==> src/rtl/uc_multiciclo.sv <==
// Multicycle FETCH/EXEC control unit for the 16-bit I/O processor.
// Optional return-address stack enabled by defining UC_CALL_STACK_EN.
module uc_multiciclo #(
  parameter int PC_W        = 10,
  parameter int STACK_DEPTH = 4,
  parameter int N_IO        = 4
) (
  input  logic            clk,
  input  logic            reset,
  input  logic [5:0]      opcode,
  input  logic            z,
  input  logic [PC_W-1:0] pc_plus1,
  input  logic [N_IO-1:0] in_valid,
  output logic [2:0]      op,
  output logic            s_inc,
  output logic            s_inm,
  output logic            we3,
  output logic            s_r,
  output logic            s_mux5,
  output logic            s_rel,
  output logic [1:0]      s_e,
  output logic [N_IO-1:0] we_out,
  output logic [N_IO-1:0] in_ack,
  output logic            s_ret,
  output logic [PC_W-1:0] ret_addr,
  output logic            pc_en,
  output logic            fin,
  output logic            stk_ovf,
  output logic            stk_unf
);

  typedef enum logic [1:0] {
    S_FETCH,
    S_EXEC,
    S_WAIT_IN,
    S_HALT
  } state_t;

  state_t state_q, state_d;

  logic [1:0]      p;
  logic [N_IO-1:0] p_sel;
  logic            p_ok;
  logic            valid_p;
  logic            push;
  logic            pop;
  logic            stk_empty;

  assign p = opcode[5:4];

  // One-hot port select; ports beyond N_IO decode to all zeros
  always_comb begin
    p_sel = '0;
    for (int i = 0; i < N_IO; i++) begin
      p_sel[i] = (p == 2'(i));
    end
  end

  assign p_ok    = |p_sel;
  assign valid_p = |(in_valid & p_sel);

  // State register
  always_ff @(posedge clk or negedge reset) begin
    if (!reset) state_q <= S_FETCH;
    else        state_q <= state_d;
  end

  // Next state and datapath strobes
  always_comb begin
    state_d = state_q;
    op      = 3'b000;
    s_inc   = 1'b1;
    s_inm   = 1'b0;
    we3     = 1'b0;
    s_r     = 1'b0;
    s_mux5  = 1'b0;
    s_rel   = 1'b1;
    s_e     = 2'b00;
    we_out  = '0;
    in_ack  = '0;
    s_ret   = 1'b0;
    pc_en   = 1'b0;
    fin     = 1'b0;
    push    = 1'b0;
    pop     = 1'b0;
    unique case (state_q)
      S_FETCH: state_d = S_EXEC;
      S_EXEC: begin
        state_d = S_FETCH;
        pc_en   = 1'b1;
        if (!opcode[3]) begin
          we3 = 1'b1;
          op  = opcode[2:0];
        end else begin
          case (opcode[2:0])
            3'b000: begin
              we3    = 1'b1;
              s_inm  = 1'b1;
              s_mux5 = 1'b1;
            end
            3'b001: begin
              case (p)
                2'b00: s_inc = 1'b0;
                2'b01: s_inc = ~z;
                2'b10: begin
                  s_inc = z;
                  op    = 3'b001;
                end
                default: ;
              endcase
            end
            3'b010: s_rel = 1'b0;
            3'b011: begin
`ifdef UC_CALL_STACK_EN
              s_inc = 1'b0;
              push  = 1'b1;
`endif
            end
            3'b100: we_out = p_sel;
            3'b101: begin
              we_out = p_sel;
              s_r    = p_ok;
            end
            3'b110: begin
              if (p_ok) begin
                s_e = p;
                if (valid_p) begin
                  we3    = 1'b1;
                  s_inm  = 1'b1;
                  in_ack = p_sel;
                end else begin
                  pc_en   = 1'b0;
                  state_d = S_WAIT_IN;
                end
              end
            end
            default: begin
              if (p == 2'b11) begin
                pc_en   = 1'b0;
                state_d = S_HALT;
              end else if (p == 2'b00) begin
`ifdef UC_CALL_STACK_EN
                pop   = 1'b1;
                s_ret = ~stk_empty;
`endif
              end
            end
          endcase
        end
      end
      S_WAIT_IN: begin
        s_e = p;
        if (valid_p) begin
          we3     = 1'b1;
          s_inm   = 1'b1;
          in_ack  = p_sel;
          pc_en   = 1'b1;
          state_d = S_FETCH;
        end
      end
      S_HALT: fin = 1'b1;
      default: state_d = S_FETCH;
    endcase
  end

`ifdef UC_CALL_STACK_EN
  localparam int AW   = (STACK_DEPTH > 1) ? $clog2(STACK_DEPTH) : 1;
  localparam int SP_W = $clog2(STACK_DEPTH + 1);

  logic [PC_W-1:0] stk_q [STACK_DEPTH];
  logic [PC_W-1:0] stk_d [STACK_DEPTH];
  logic [SP_W-1:0] sp_q, sp_d;
  logic            ovf_q, ovf_d;
  logic            unf_q, unf_d;
  logic            stk_full;
  logic [AW-1:0]   top_idx;
  logic [AW-1:0]   wr_idx;

  assign stk_empty = (sp_q == '0);
  assign stk_full  = (sp_q == SP_W'(STACK_DEPTH));
  assign top_idx   = AW'(sp_q - SP_W'(1));
  assign wr_idx    = AW'(sp_q);
  assign ret_addr  = stk_empty ? '0 : stk_q[top_idx];
  assign stk_ovf   = ovf_q;
  assign stk_unf   = unf_q;

  // Push/pop bookkeeping; overflow drops the write, underflow falls through
  always_comb begin
    stk_d = stk_q;
    sp_d  = sp_q;
    ovf_d = ovf_q;
    unf_d = unf_q;
    if (push) begin
      if (stk_full) begin
        ovf_d = 1'b1;
      end else begin
        stk_d[wr_idx] = pc_plus1;
        sp_d          = sp_q + SP_W'(1);
      end
    end
    if (pop) begin
      if (stk_empty) unf_d = 1'b1;
      else           sp_d  = sp_q - SP_W'(1);
    end
  end

  // Stack storage, pointer and sticky error flags
  always_ff @(posedge clk or negedge reset) begin
    if (!reset) begin
      stk_q <= '{default: '0};
      sp_q  <= '0;
      ovf_q <= 1'b0;
      unf_q <= 1'b0;
    end else begin
      stk_q <= stk_d;
      sp_q  <= sp_d;
      ovf_q <= ovf_d;
      unf_q <= unf_d;
    end
  end
`else
  logic unused_stk;

  assign stk_empty  = 1'b1;
  assign ret_addr   = '0;
  assign stk_ovf    = 1'b0;
  assign stk_unf    = 1'b0;
  assign unused_stk = ^{pc_plus1, push, pop, stk_empty};
`endif

endmodule

==> config.mk <==
export PLATFORM = sky130hd
export DESIGN_NAME = uc_multiciclo
export DESIGN_NICKNAME = d
export VERILOG_FILES = /design/src/rtl/uc_multiciclo.sv
export SDC_FILE = /design/constraint.sdc
export NUM_CORES = 1
export LEC_CHECK = 0
export CAP_MARGIN = 40
export CORE_MARGIN = 2
export CORE_UTILIZATION = 31
export DETAILED_ROUTE_END_ITERATION = 12
export GPL_TIMING_DRIVEN = 1
export PLACE_DENSITY = 0.8
export RECOVER_POWER = 50
export REMOVE_ABC_BUFFERS = 1
export SLEW_MARGIN = 5
export SYNTH_ARGS = -nofsm -noshare
export SYNTH_HDL_FRONTEND = slang
export SYNTH_SLANG_ARGS = --single-unit
==> constraint.sdc <==
create_clock -name clk -period 1.7 [get_ports clk]
set_input_delay 0.17 -clock clk [delete_from_list [all_inputs] [get_ports clk]]
set_output_delay 0.17 -clock clk [all_outputs]
set_load 0.02 [all_outputs]
Yosys cells after proc, flatten, opt, wreduce, memory -nomap -nowiden
Cells that the tools add are included.
{ "totals": {"reg_bits": 2, "input_bits": 23, "out_inout_bits": 34, "word_cells": 74} }
{ "op_classes": {"eq_ne": 13, "n_mux": 49, "bitwise": 2, "n_reduce_logical": 9} }
{ "ops": {"columns": ["operator", "count"], "rows": [
  ["$mux 4", 7],
  ["$mux 1", 22],
  ["$mux 2", 8],
  ["$pmux 1 s2", 5],
  ["$eq 3x3->1 const B", 3],
  ["$eq 2x2->1 const B", 4],
  ["$pmux 2 s2", 2],
  ["$pmux 4 s2", 1],
  ["$reduce_or 4->1", 2],
  ["$eq 3x2->1 const B", 2],
  ["$mux 3", 2],
  ["$pmux 2 s3", 1],
  ["$reduce_or 6->1", 1],
  ["$and 4x4->4", 1],
  ["$eq 2x1->1 const B", 2],
  ["$logic_not 2->1", 2],
  ["$eq 3x1->1 const B", 1],
  ["$logic_not 3->1", 1],
  ["$pmux 1 s3", 1],
  ["$reduce_bool 3->1", 1],
  ["$ne 2x2->1 const B", 1],
  ["$reduce_and 2->1", 1],
  ["$reduce_or 2->1", 1],
  ["$not 1->1", 1]
]} }

Longest topological paths before layout
Gate-level depths: netlist of run 1.
{ "logic_depth": {"ltp_word": 8, "depth_mapped": 6, "ltp_nobuf": 6} }

Worst setup path before layout of run 1
Ideal clock, no wire load.
{ "synth_path": {"kind": "register to output", "start": "register state_q[1]", "end": "output we_out[1]", "arrival_time_ns": 1.614, "required_time_ns": 1.530, "setup_slack_ns": -0.084, "stages_incl_launch_ff": 6, "n_path_buf": 1, "cell_sequence": "dfrtp_1 inv_1 ha_1 clkbuf_1 nand4b_1 nor3b_1"} }
{ "synth_via": {"elab_chain_cells": 2} }
{ "synth_rtl": {"columns": ["item", "line_no", "rtl"], "rows": [
  ["from (decl)", "39", "state_t state_q, state_d;"],
  ["from (signal assigned)", "65", "else state_q <= state_d;"],
  ["$eq 2x1->1", "86", "unique case (state_q)"],
  ["$mux 4", "86", null],
  ["to (decl)", "22", "output logic [N_IO-1:0] we_out,"]
]} }
No other way between the ends.

Worst setup path in the final report of run 1
Ends and elaborated chain as after synthesis.

==> metrics.txt, run 1 <==
status finished with violations; min cycle time layout 1.85 ns; pin count of the biggest net entering global routing 10; Setup CP Type reg2out; Leakage approximately 0.65 nW; first-pass GRT wire length 3.28 mm; DIE AREA 2440 µm²; clk slew on worst S/H paths 0.03 ns; Initial Util ~33%; post-synthesis sequential area ratio 7.83%; CP max FO 5; Most flops, register state_q; number of max-cap violations 0; final period utilization 109%; number of cells on the critical path 7; vias per cell 4.75; crit-path leading delay family buffers and inverters; worst hold slack between 0.15 and 0.2 ns; initial antenna violation count 0; DRT Pass-1 Iters 4; post-route ant nets 0; critical path arrival approximately 1.7 ns; Avg Inst Size Synth approximately 7.5 µm²; Startpoint Class register; Clk pwr share 11.6%; clk buf depth 2; synthesized flop and latch total 2; setup violators final 9; Worst setup startpoint state_q[1]; Die Width 49.4 µm; max reg flops 2; Worst setup endpoint we_out[1]; Critical Path RT 1.53 ns; dominant cell type by area after synthesis buf_4; Worst IR Drop VDD 407 µV; Worst path most repeated cell buf_4; Worst R2R Start state_q[0]; Flop pwr share 8.0%; Wirelength per Cell 12.9 µm; critical path's slowest cell dfrtp_1; CTS buffer count 3; Critical path buffers and inverters 4; Die Span Y 49.4 µm; critical path cell sequence inv_1 -> ha_2 -> buf_6 -> nand4b_1 -> buf_4 -> nor3b_2 -> buf_4; Initial DRC Count 6; Ant. Diodes 0; clk_lat worst skew approximately 0.22 ns; final hold vios 0; combinational power share 80.5%; drt drc 0; sw power just over 0.4 mW; I/O pin total 57; Final nets roughly 170; Syn. warnings 0; power density over the cells 709 nW/µm²; clock root cell clkbuf_4; CTS Sinks 2; H-tree Lvls 1; Int Power 0.513 mW; vias in the first global route approximately 780; unrepaired setup endpoints after global routing true; HP Class in2async; element type at the critical path end primary output; Rows 16; # hold bufs at CTS 0; fin. max-slew vios 0; Cells after Synth 85; final worst clock skew 0.00181 ns; failing checks setup timing; Synth top area share 16.4%; Yosys cell types 36; CTS tree built; fin worst setup slack -0.153 ns; layout cells sized above 1 53.1%; Total Wirelength between 2 and 2.5 mm; Net Sw Frac 44.3%; gpl congestion 0.817; Synth area leaders buf_4 (16%), dfrtp_1 (7.8%), ha_1 (7.8%), mux2i_1 (6.3%), and3_1 (4.9%); GRT Total Usage 17.0%; detailed placement HPWL 1.56 mm; Mapped Area 639 µm²; slowest cell delay on critical path ~0.37 ns; Area Growth Syn to Fin 103%; fmax 540 MHz; FF-to-FF setup slack 0.13 ns; total core area 1960 µm²; port buffer count 33; RR Endpoint state_q[1]; top flop regs state_q (2); Vias 817; GR Overflow Total 0; setup TNS -0.854 ns; FF-to-FF path depth 7
-- metrics by stage --
step           power [mW]  area, µm²  setup WS, ns  utilization [%]  cells
3_3_place_gp        0.577       1080        -0.564             55.2    162
4_1_cts             0.752       1100        -0.176             56.3    169
6_report            0.921       1300        -0.153             66.2    172
2_1_floorplan       0.315        553       0.00472                -     80
3_5_place_dp        0.586       1080        -0.649             55.2    162
5_1_grt             0.975       1300        -0.240             66.2    172
-- Yosys cell counts, drive strengths merged --
| cell | number |
|---|---|
| a211oi | 1 |
| a21oi | 4 |
| a221oi | 1 |
| a31oi | 1 |
| and2 | 4 |
| and3 | 5 |
| and3b | 1 |
| and4b | 1 |
| buf | 16 |
| clkbuf | 1 |
| conb | 1 |
| dfrtp | 2 |
| ha | 4 |
| inv | 5 |
| mux2 | 1 |
| mux2i | 4 |
| nand2 | 7 |
| nand2b | 1 |
| nand3 | 2 |
| nand3b | 1 |
| nand4b | 2 |
| nand4bb | 1 |
| nor2 | 6 |
| nor2b | 3 |
| nor3 | 2 |
| nor3b | 1 |
| nor4b | 1 |
| o21ai | 1 |
| o21bai | 1 |
| o221ai | 1 |
| o31ai | 1 |
| o32a | 1 |
| or3 | 1 |
-- power groups by stage --
| stage | Clock, mW | Combinational (mW) | Sequential [mW] |
|---|---|---|---|
| floorplan | 0 | 0.241 | 0.0738 |
| global placement | 0 | 0.500 | 0.0768 |
| detailed placement | 0 | 0.508 | 0.0787 |
| CTS | 0.111 | 0.567 | 0.0743 |
| global route | 0.113 | 0.788 | 0.0752 |
| finish | 0.107 | 0.741 | 0.0734 |
-- logic make-up (layout without fill, tap and decap cells) --
family | Yosys count | count (layout) | synth area share (%)
compound gates | 12 | 12 | 14.3
fa+ha+maj | 4 | 4 | 7.83
buf+inv | 22 | 70 | 23.5
flops | 2 | 2 | 7.83
mux | 5 | 5 | 8.61
other cells | 1 | 13 | 0.587
simple gates | 39 | 39 | 37.4
-- cells in the final DEF (no fill, tap or decap), types with 2 or more instances in the layout --
| cell | n |
|---|---|
| dlygate4sd2_1 | 3 |
| and2_1 | 2 |
| buf_6 | 12 |
| clkbuf_4 | 3 |
| clkdlybuf4s50_1 | 2 |
| buf_4 | 30 |
| buf_2 | 4 |
| a21oi_4 | 2 |
| mux2i_2 | 2 |
| ha_1 | 2 |
| conb_1 | 13 |
| dfrtp_1 | 2 |
| clkbuf_2 | 2 |
| nor2_2 | 2 |
| and2_4 | 2 |
| dlymetal6s2s_1 | 6 |
| inv_1 | 4 |
| nor2b_1 | 3 |
| clkbuf_1 | 2 |
| nand2_1 | 6 |
| nand4b_1 | 2 |
| and3_1 | 4 |
| nor2_1 | 3 |
-- worst min path at each step --
stage / start / to / slack (ns) / depth (start not counted)
after floorplan: reset / state_q[0] / -0.13 / 0
after global placement: reset / state_q[1] / 0.34 / 1
after detailed placement: reset / state_q[0] / 0.34 / 1
after CTS: reset / state_q[1] / 0.10 / 1
after global routing: reset / state_q[1] / 0.18 / 1
final: reset / state_q[1] / 0.18 / 1
-- final cells by class --
type | instances | area [µm²]
clock buffer | 3 | 22.5
timing repair buffer | 62 | 529
tap | 27 | 33.8
inverter | 5 | 18.8
fill | 178 | 663
sequential | 2 | 50.0
multi-input combinational | 73 | 644
-- routing by layer --
layer	share of wire, %	track usage (%)	wire (µm)
met4	1.1	5.56	25
met5	0	0	0
met1	35	18.2	777
met3	7.0	3.68	154
met2	57	32.4	1260
-- timing repair --
| item | CTS | global route |
|---|---|---|
| buffers inserted | 4 | 3 |
| setup endpoints to repair | 21 | 19 |
| resized for setup | 96 | 54 |
| pin swaps | 5 | 12 |
Power figures use the tool's default switching activity.
==> run 2, diff against run 1 <==
RECOVER_POWER = 25   (was 50)
==> run 2 against run 1 <==
  * The run still ends with setup timing left
  * Global-route usage unchanged
  * Maximum frequency about the same
  * Core utilization rose by 0.26 points
  * Register-to-register slack is essentially flat
  * Power grew 1.2%
  * Final cell count did not move
  * Hold slack unchanged
  * Count of clock-buffer cells in the layout unchanged
  * Die area is the same
  * Critical path depth unchanged
==> metrics.txt, run 2 (synthesized netlist as in run 1, its figures left out) <==
Int Power 0.524 mW; port buffer count 33; status finished with violations; commonest non-fill, non-tap cell in the layout buf_4; Flop pwr share under 10%; GR Overflow Total 0; Leakage 0.658 nW; Placement Setup Slack -0.649 ns; Vias 817; first-pass GRT wire length 3.28 mm; CTS tree built; clk_lat worst skew 0.22 ns; Initial DRC Count 6; pin count of the biggest net entering global routing 10; clk buf depth 2; fmax approximately 540 MHz; HP Class in2async; Net Sw Frac 43.8%; Area Growth Syn to Fin 104%; Die Span Y 49.4 µm; Total Wirelength approximately 2.2 mm; fin worst setup slack -0.153 ns; total core area 1960 µm²; Setup CP Type reg2out; combinational power share about four fifths; Multi-input gate area about 640 µm²; max reg flops 2; vias in the first global route 782; Ant. Diodes 0; post-route ant nets 0; # hold bufs at CTS 0; GRT Total Usage 17.0%; worst hold slack about 0.18 ns; CTS buffer count 3; final worst clock skew 0.00181 ns; critical path arrival 1.68 ns; detailed placement HPWL 1.56 mm; drt drc 0; min cycle time layout 1.85 ns; Post-Layout Cell Count about 170; clock root cell clkbuf_4; Wirelength per Cell 12.9 µm; gpl congestion 0.817; fillers between 150 and 200; failing checks setup timing; setup violators final 9; top flop regs state_q (2); Register Area between 50 and 60 µm²; dpl cells approximately 160; Most flops, register state_q; Initial Util 32.6%; Worst IR Drop VDD just over 400 µV; number of max-cap violations 0; I/O pin total 57; element type at the critical path end primary output; layout cells sized above 1 a little over half; Startpoint Class register; initial antenna violation count 0; DRT Pass-1 Iters 4; vias per cell 4.75; DIE AREA 2440 µm²; CTS Sinks 2; Clk pwr share about 11%; H-tree Lvls 1; fin. max-slew vios 0; final core occ 66.5%; Rows 16; Critical Path RT 1.53 ns; Die Width 49.4 µm; final hold vios 0; setup TNS -0.856 ns; CP max FO 5; final period utilization 109%; commonest cells after routing, fill and taps aside buf_4 (31), conb_1 (13), buf_6 (12); power density over the cells 715 nW/µm²; sw power 0.408 mW; Final nets about 170; unrepaired setup endpoints after global routing true; clk slew on worst S/H paths 0.03 ns
run 2: cell types whose count changed in the layout (fill, tap and decap cells not counted):
cell / previous run / this run
clkbuf_2: 2 / 3
buf_4: 30 / 31
clkbuf_1: 2 / 0
run 2: worst paths after layout:
check                            from         end  slack (ns)  depth (start not counted)
max reg2reg                state_q[0]  state_q[1]        0.13                          7
max in group asynchronous       reset  state_q[0]        1.40                          1
min reg2reg                state_q[1]  state_q[1]        0.66                          2
min                             reset  state_q[1]        0.18                          1
min in group clk           state_q[1]  state_q[1]        0.66                          2
max                        state_q[1]   we_out[1]       -0.15                          7
run 2: power by group through the flow:
stage                     registers (mW)  clock network (mW)  logic, mW
after floorplan                   0.0738                   0      0.241
after global placement            0.0768                   0      0.500
after detailed placement          0.0787                   0      0.508
after CTS                         0.0743               0.111      0.567
after global routing              0.0755               0.113      0.799
final                             0.0738               0.107      0.752
run 2: metrics by stage:
step,power (mW),area (µm²)
4_1_cts,0.752,1100
3_5_place_dp,0.586,1080
5_1_grt,0.987,1300
2_1_floorplan,0.315,553
3_3_place_gp,0.577,1080
6_report,0.932,1300
run 2: per-layer routing:
metal / track usage [%] / vias to the layer above / wire length, µm
li1: - / 393 / -
met1: 18.2 / 386 / 776
met2: 32.4 / 34 / 1260
met3: 3.68 / 4 / 154
met4: 5.56 / 0 / 25
met5: 0 / - / 0
run 2: what timing repair did:
| action | 4_1_cts | 5_1_grt |
|---|---|---|
| resized for setup | 96 | 54 |
| pin swaps | 5 | 12 |
| setup buffers | 4 | 3 |
| setup endpoints to repair | 21 | 19 |
run 2: cell type report:
type | instances | share of cell area [%]
multi-input combinational | 73 | 49.4
sequential | 2 | 3.84
tap | 27 | 2.59
timing repair buffer | 62 | 41.0
clock buffer | 3 | 1.73
inverter | 5 | 1.44
run 2: critical path: stages (launching register included):
cell and delay, ns:
dfrtp_1 0.37, inv_1 0.07, ha_2 0.18, buf_6 0.11
nand4b_1 0.20, buf_4 0.21, nor3b_2 0.15, buf_4 0.16
==> run 3, diff against run 2 <==
CORE_MARGIN = unset   (was 2)
==> run 3 against run 2 <==
  * Largest cell class unchanged
  * The run still ends with setup timing left
  * Final cell count grew 1.7%
  * Global-route usage grew 1.5 points
  * Critical path depth grew 1
  * First-iteration DRC count shrank 17%
  * Clock power is essentially flat
  * Highest routed layer unchanged
  * Hold slack lost 0.0036 ns
==> metrics.txt, run 3 (synthesized netlist as in run 1, its figures left out) <==
Vias approximately 820; Clk pwr share between 10% and 20%; pin count of the biggest net entering global routing 11; drt drc 0; Setup CP Type reg2out; number of max-cap violations 0; clk buf depth 2; HP Class in2async; Net Sw Frac 43.6%; Int Power 0.514 mW; failing checks setup timing; combinational power share approximately four fifths; Die Span Y 47.4 µm; vias in the first global route 717; unrepaired setup endpoints after global routing true; Startpoint Class register; critical path arrival 1.73 ns; Leakage 0.636 nW; fillers 176; fin. max-slew vios 0; Post-Layout Cell Count 175; FF-to-FF path depth 9; final worst clock skew a little over 0.003 ns; crit-path leading delay family simple AND/OR/NAND/NOR gates; fmax 526 MHz; Flop pwr share 8.9%; number of cells on the critical path 8; GRT Total Usage 18.5%; setup TNS -1.38 ns; CTS Sinks 2; slowest cell delay on critical path roughly 0.38 ns; I/O pin total 57; Total Wirelength ~2.3 mm; Rows 16; total power 0.912 mW; port buffer count 33; fin worst setup slack -0.200 ns; post-route ant nets 0; Ant. Diodes 0; final instance area 1280 µm²; status finished with violations; CTS tree built; clock root cell clkbuf_4; clk_lat worst skew 0.23 ns; clk slew on worst S/H paths roughly 0.03 ns; vias per cell roughly 4.7; Wirelength per Cell 13.2 µm; H-tree Lvls 1; CTS buffer count 3; max reg flops 2; CP max FO 5; Critical path buffers and inverters 3; commonest cells after routing, fill and taps aside buf_4 (37), conb_1 (13), buf_6 (10); power density over the cells 711 nW/µm²; sw power 0.398 mW; Most flops, register state_q; commonest non-fill, non-tap cell in the layout buf_4; first-pass GRT wire length 2.97 mm; min cycle time layout 1.90 ns; final core occ 66.1%; Final nets 177; final period utilization 112%; dpl cells ~160; Critical Path RT 1.53 ns; GR Overflow Total 0; Area Growth Syn to Fin 101%; element type at the critical path end primary output; total core area between 1500 and 2000 µm²; setup violators final 13; Post-DP Area 1080 µm²; Initial Util 32.9%; initial antenna violation count 0; top flop regs state_q (2); detailed placement HPWL approximately 1.5 mm; DRT Pass-1 Iters 4; layout cells sized above 1 between 50% and 60%; Die Width between 40 and 50 µm; Initial DRC Count 5; final hold vios 0; critical path's slowest cell dfrtp_1; critical path cell sequence inv_2 -> ha_4 -> and3b_1 -> a31oi_1 -> nor2_2 -> buf_4 -> and3_4 -> buf_6; DIE AREA 2250 µm²; Worst IR Drop VDD 308 µV; gpl congestion 0.822
==> run 3: changes by cell type in the layout (fill, tap and decap cells not counted), sizes merged <==
| cell | change |
|---|---|
| clkbuf | -1 |
| dlygate4sd2 | +6 |
| dlymetal6s2s | -5 |
| buf | +3 |
==> run 3: layer usage <==
layer	vias up	part of all wire, %	global-route usage [%]
li1	395	-	-
met1	385	36	20.9
met2	38	55	35.3
met3	6	6.1	2.26
met4	0	2.7	5.71
met5	-	0	0
==> run 3: timing repair <==
item	in CTS	in global routing
endpoints found under the hold margin	0	0
cloned	0	1
buffers inserted	8	4
hold buffers	0	0
pin swaps	8	11
gates resized for setup	105	36
setup endpoints to repair	23	20
==> run 3: worst paths after layout <==
check | slack [ns] | to | start
max | -0.20 | in_ack[2] | state_q[1]
min in group clk | 0.68 | state_q[1] | state_q[1]
max reg2reg | 0.05 | state_q[0] | state_q[1]
min reg2reg | 0.68 | state_q[1] | state_q[1]
min | 0.17 | state_q[0] | reset
max in group asynchronous | 1.40 | state_q[1] | reset
==> run 3: per-stage QoR <==
| stage | hold slack (ns) | setup slack, ns |
|---|---|---|
| finish | 0.172 | -0.200 |
| global route | 0.180 | -0.273 |
| CTS | 0.0994 | -0.157 |
| detailed placement | 0.342 | -0.637 |
| global placement | 0.337 | -0.597 |
| floorplan | -0.126 | 0.00472 |
==> run 3: area by class of cell <==
type	count	area, µm²	share of cell area, %
multi-input combinational	73	607	47.3
sequential	2	50.0	3.90
tap	27	33.8	2.63
clock buffer	3	22.5	1.75
timing repair buffer	65	552	43.0
inverter	5	18.8	1.46
==> run 3: power by group through the flow <==
stage | clock network [mW] | logic, mW | registers (mW)
3_3_place_gp | 0 | 0.500 | 0.0764
4_1_cts | 0.113 | 0.548 | 0.0744
6_report | 0.107 | 0.724 | 0.0809
5_1_grt | 0.114 | 0.763 | 0.0821
3_5_place_dp | 0 | 0.521 | 0.0788
2_1_floorplan | 0 | 0.241 | 0.0738
==> run 3: worst reg2reg max path, delay by kind of cell (launching register included) <==
kind	cells	cell delay [ns]
adder cells (fa/ha/maj)	1	0.15
AO/OA/AOI/OAI	1	0.29
flip-flops	1	0.38
multiplexers	1	0.16
buffers and inverters	5	0.51
AND/OR/NAND/NOR	1	0.07
==> patch, RTL diff (flow settings as in run 2) <==
Change the parameter `PC_W` from 10 to 20.
--- a/src/rtl/uc_multiciclo.sv
+++ b/src/rtl/uc_multiciclo.sv
@@ -1,7 +1,7 @@
 // Multicycle FETCH/EXEC control unit for the 16-bit I/O processor.
 // Optional return-address stack enabled by defining UC_CALL_STACK_EN.
 module uc_multiciclo #(
-  parameter int PC_W        = 10,
+  parameter int PC_W        = 20,
   parameter int STACK_DEPTH = 4,
   parameter int N_IO        = 4
 ) (
Interface: changed (resized pc_plus1 and ret_addr); port bits go from 57 to 77. No check against the original RTL was run, so the function may have changed too.
==> patch against run 2 <==
- synthesized area rose by 12%
- via count rose by 3.8%
- setup slack got worse by 20 ps
- sequential cell count did not move
- the flow still finishes with violations (negative setup slack)
- cell area fell by 2.5%
- first-iteration DRC count rose to 2.5 times the old value
- wire length rose by 13%
- clock skew fell by 0.89 ps
- largest cell class unchanged
- power fell by 7.0%
==> patch: results (changes against run 2) <==
| Metric | Value |
|---|---|
| Global-route wire length before repair | 3.19 mm (-3.0%) |
| Setup_tns | -956 ps (-101 ps) |
| Mean Syn Cell Area | 7.52 um^2 (about the same) |
| Post-route cell area | 1270 um^2 (-2.5%) |
| Power share of the clock group | 11.8% (+0.4 points) |
| Worst path arrival time | 1700 ps (+20 ps) |
| Critical Path Start | state_q[0] |
| Final setup fails | 11 (+2) |
| Max incr delay on CP | 440 ps (+70 ps) |
| Placed cells | 170 (+4.9%) |
| Worst Reg2Reg Path Length in Cells | 6 (-1) |
| Antenna-violating nets left | 0 (unchanged) |
| Sequential area share after synthesis | 7.01% (-0.82 points) |
| Global-route usage over all layers | 15.6% (-1.4 points) |
| Layout cells sized above 1 | 48.4% (-6.1 points) |
| Starting DRT DRC Count | 15 (+9) |
| DP Worst Slack | -669 ps (-19.6 ps) |
| Skew final | 0.916 ps (-0.891 ps) |
| Leakage power | 0.640 nW (-2.8%) |
| Internal | 0.000472 W (-9.9%) |
| Seq. pwr | 0.0000879 W (+19%) |
| Via density per instance | 4.63 (-2.4%) |
| Failing checks | negative setup slack |
| Status | finished, violations left |
| Pin count of the biggest net entering global routing | 11 (+1) |
| R2R Setup Slk | 180 ps (+50 ps) |
| Final worst slack | -173 ps (-19.6 ps) |
| Fin Hold WS | 184 ps (+7.79 ps) |
| Filler cells | 216 (+23%) |
| Crit-path slowest cell | dfrtp_2 |
| Dpl hpwl | 1.63 mm (+4.7%) |
| Fin nets | 194 (+11%) |
| Top cells by area, synth | buf_4 (25%), dfrtp_1 (7.0%), ha_1 (7.0%), mux2i_1 (5.6%), and3_1 (4.4%) |
| CP Max Fanout | 6 (+1) |
| Vias in the first global route | 744 (-4.9%) |
| Largest delay share family, worst path | flip-flops |
| Pwr Total | 0.000867 W (-7.0%) |
| CP endpoint | s_e[1] |
| Post-synth top cells | buf_4 (24), nand2_1 (7), and3_1 (5), inv_1 (5), nor2_1 (5) |
| Gpl congestion | 0.842 (+3.0%) |
==> patch: cell families after synthesis <==
logic type,count (synthesis),synth area share (%)
AOI/OAI and AO/OA,12,12.8
adders and majority gates,4,7.01
buffers and inverters,32,31.5
DFF,2,7.01
muxes,5,7.71
other,1,0.525
and+or+nand+nor,39,33.5
==> patch: cell type report <==
class | instances | area share (%)
tap | 28 | 2.76
clock buffer | 3 | 1.77
timing repair buffer | 62 | 40.7
multi-input combinational | 83 | 49.2
sequential | 2 | 4.04
inverter | 5 | 1.48
==> patch: per-layer routing <==
| layer | part of all wire (%) | track usage (%) | vias up |
|---|---|---|---|
| met4 | 1.2 | 6.58 | 0 |
| met5 | 0 | 0 | - |
| met2 | 58 | 30.0 | 30 |
| met1 | 37 | 17.3 | 410 |
| met3 | 4.1 | 0.862 | 4 |
| li1 | - | - | 404 |
==> patch: what timing repair did <==
item / in CTS / in global routing
endpoints found under the setup margin: 22 / 20
resized for setup: 106 / 33
buffers inserted: 6 / 5
pin swaps: 8 / 9
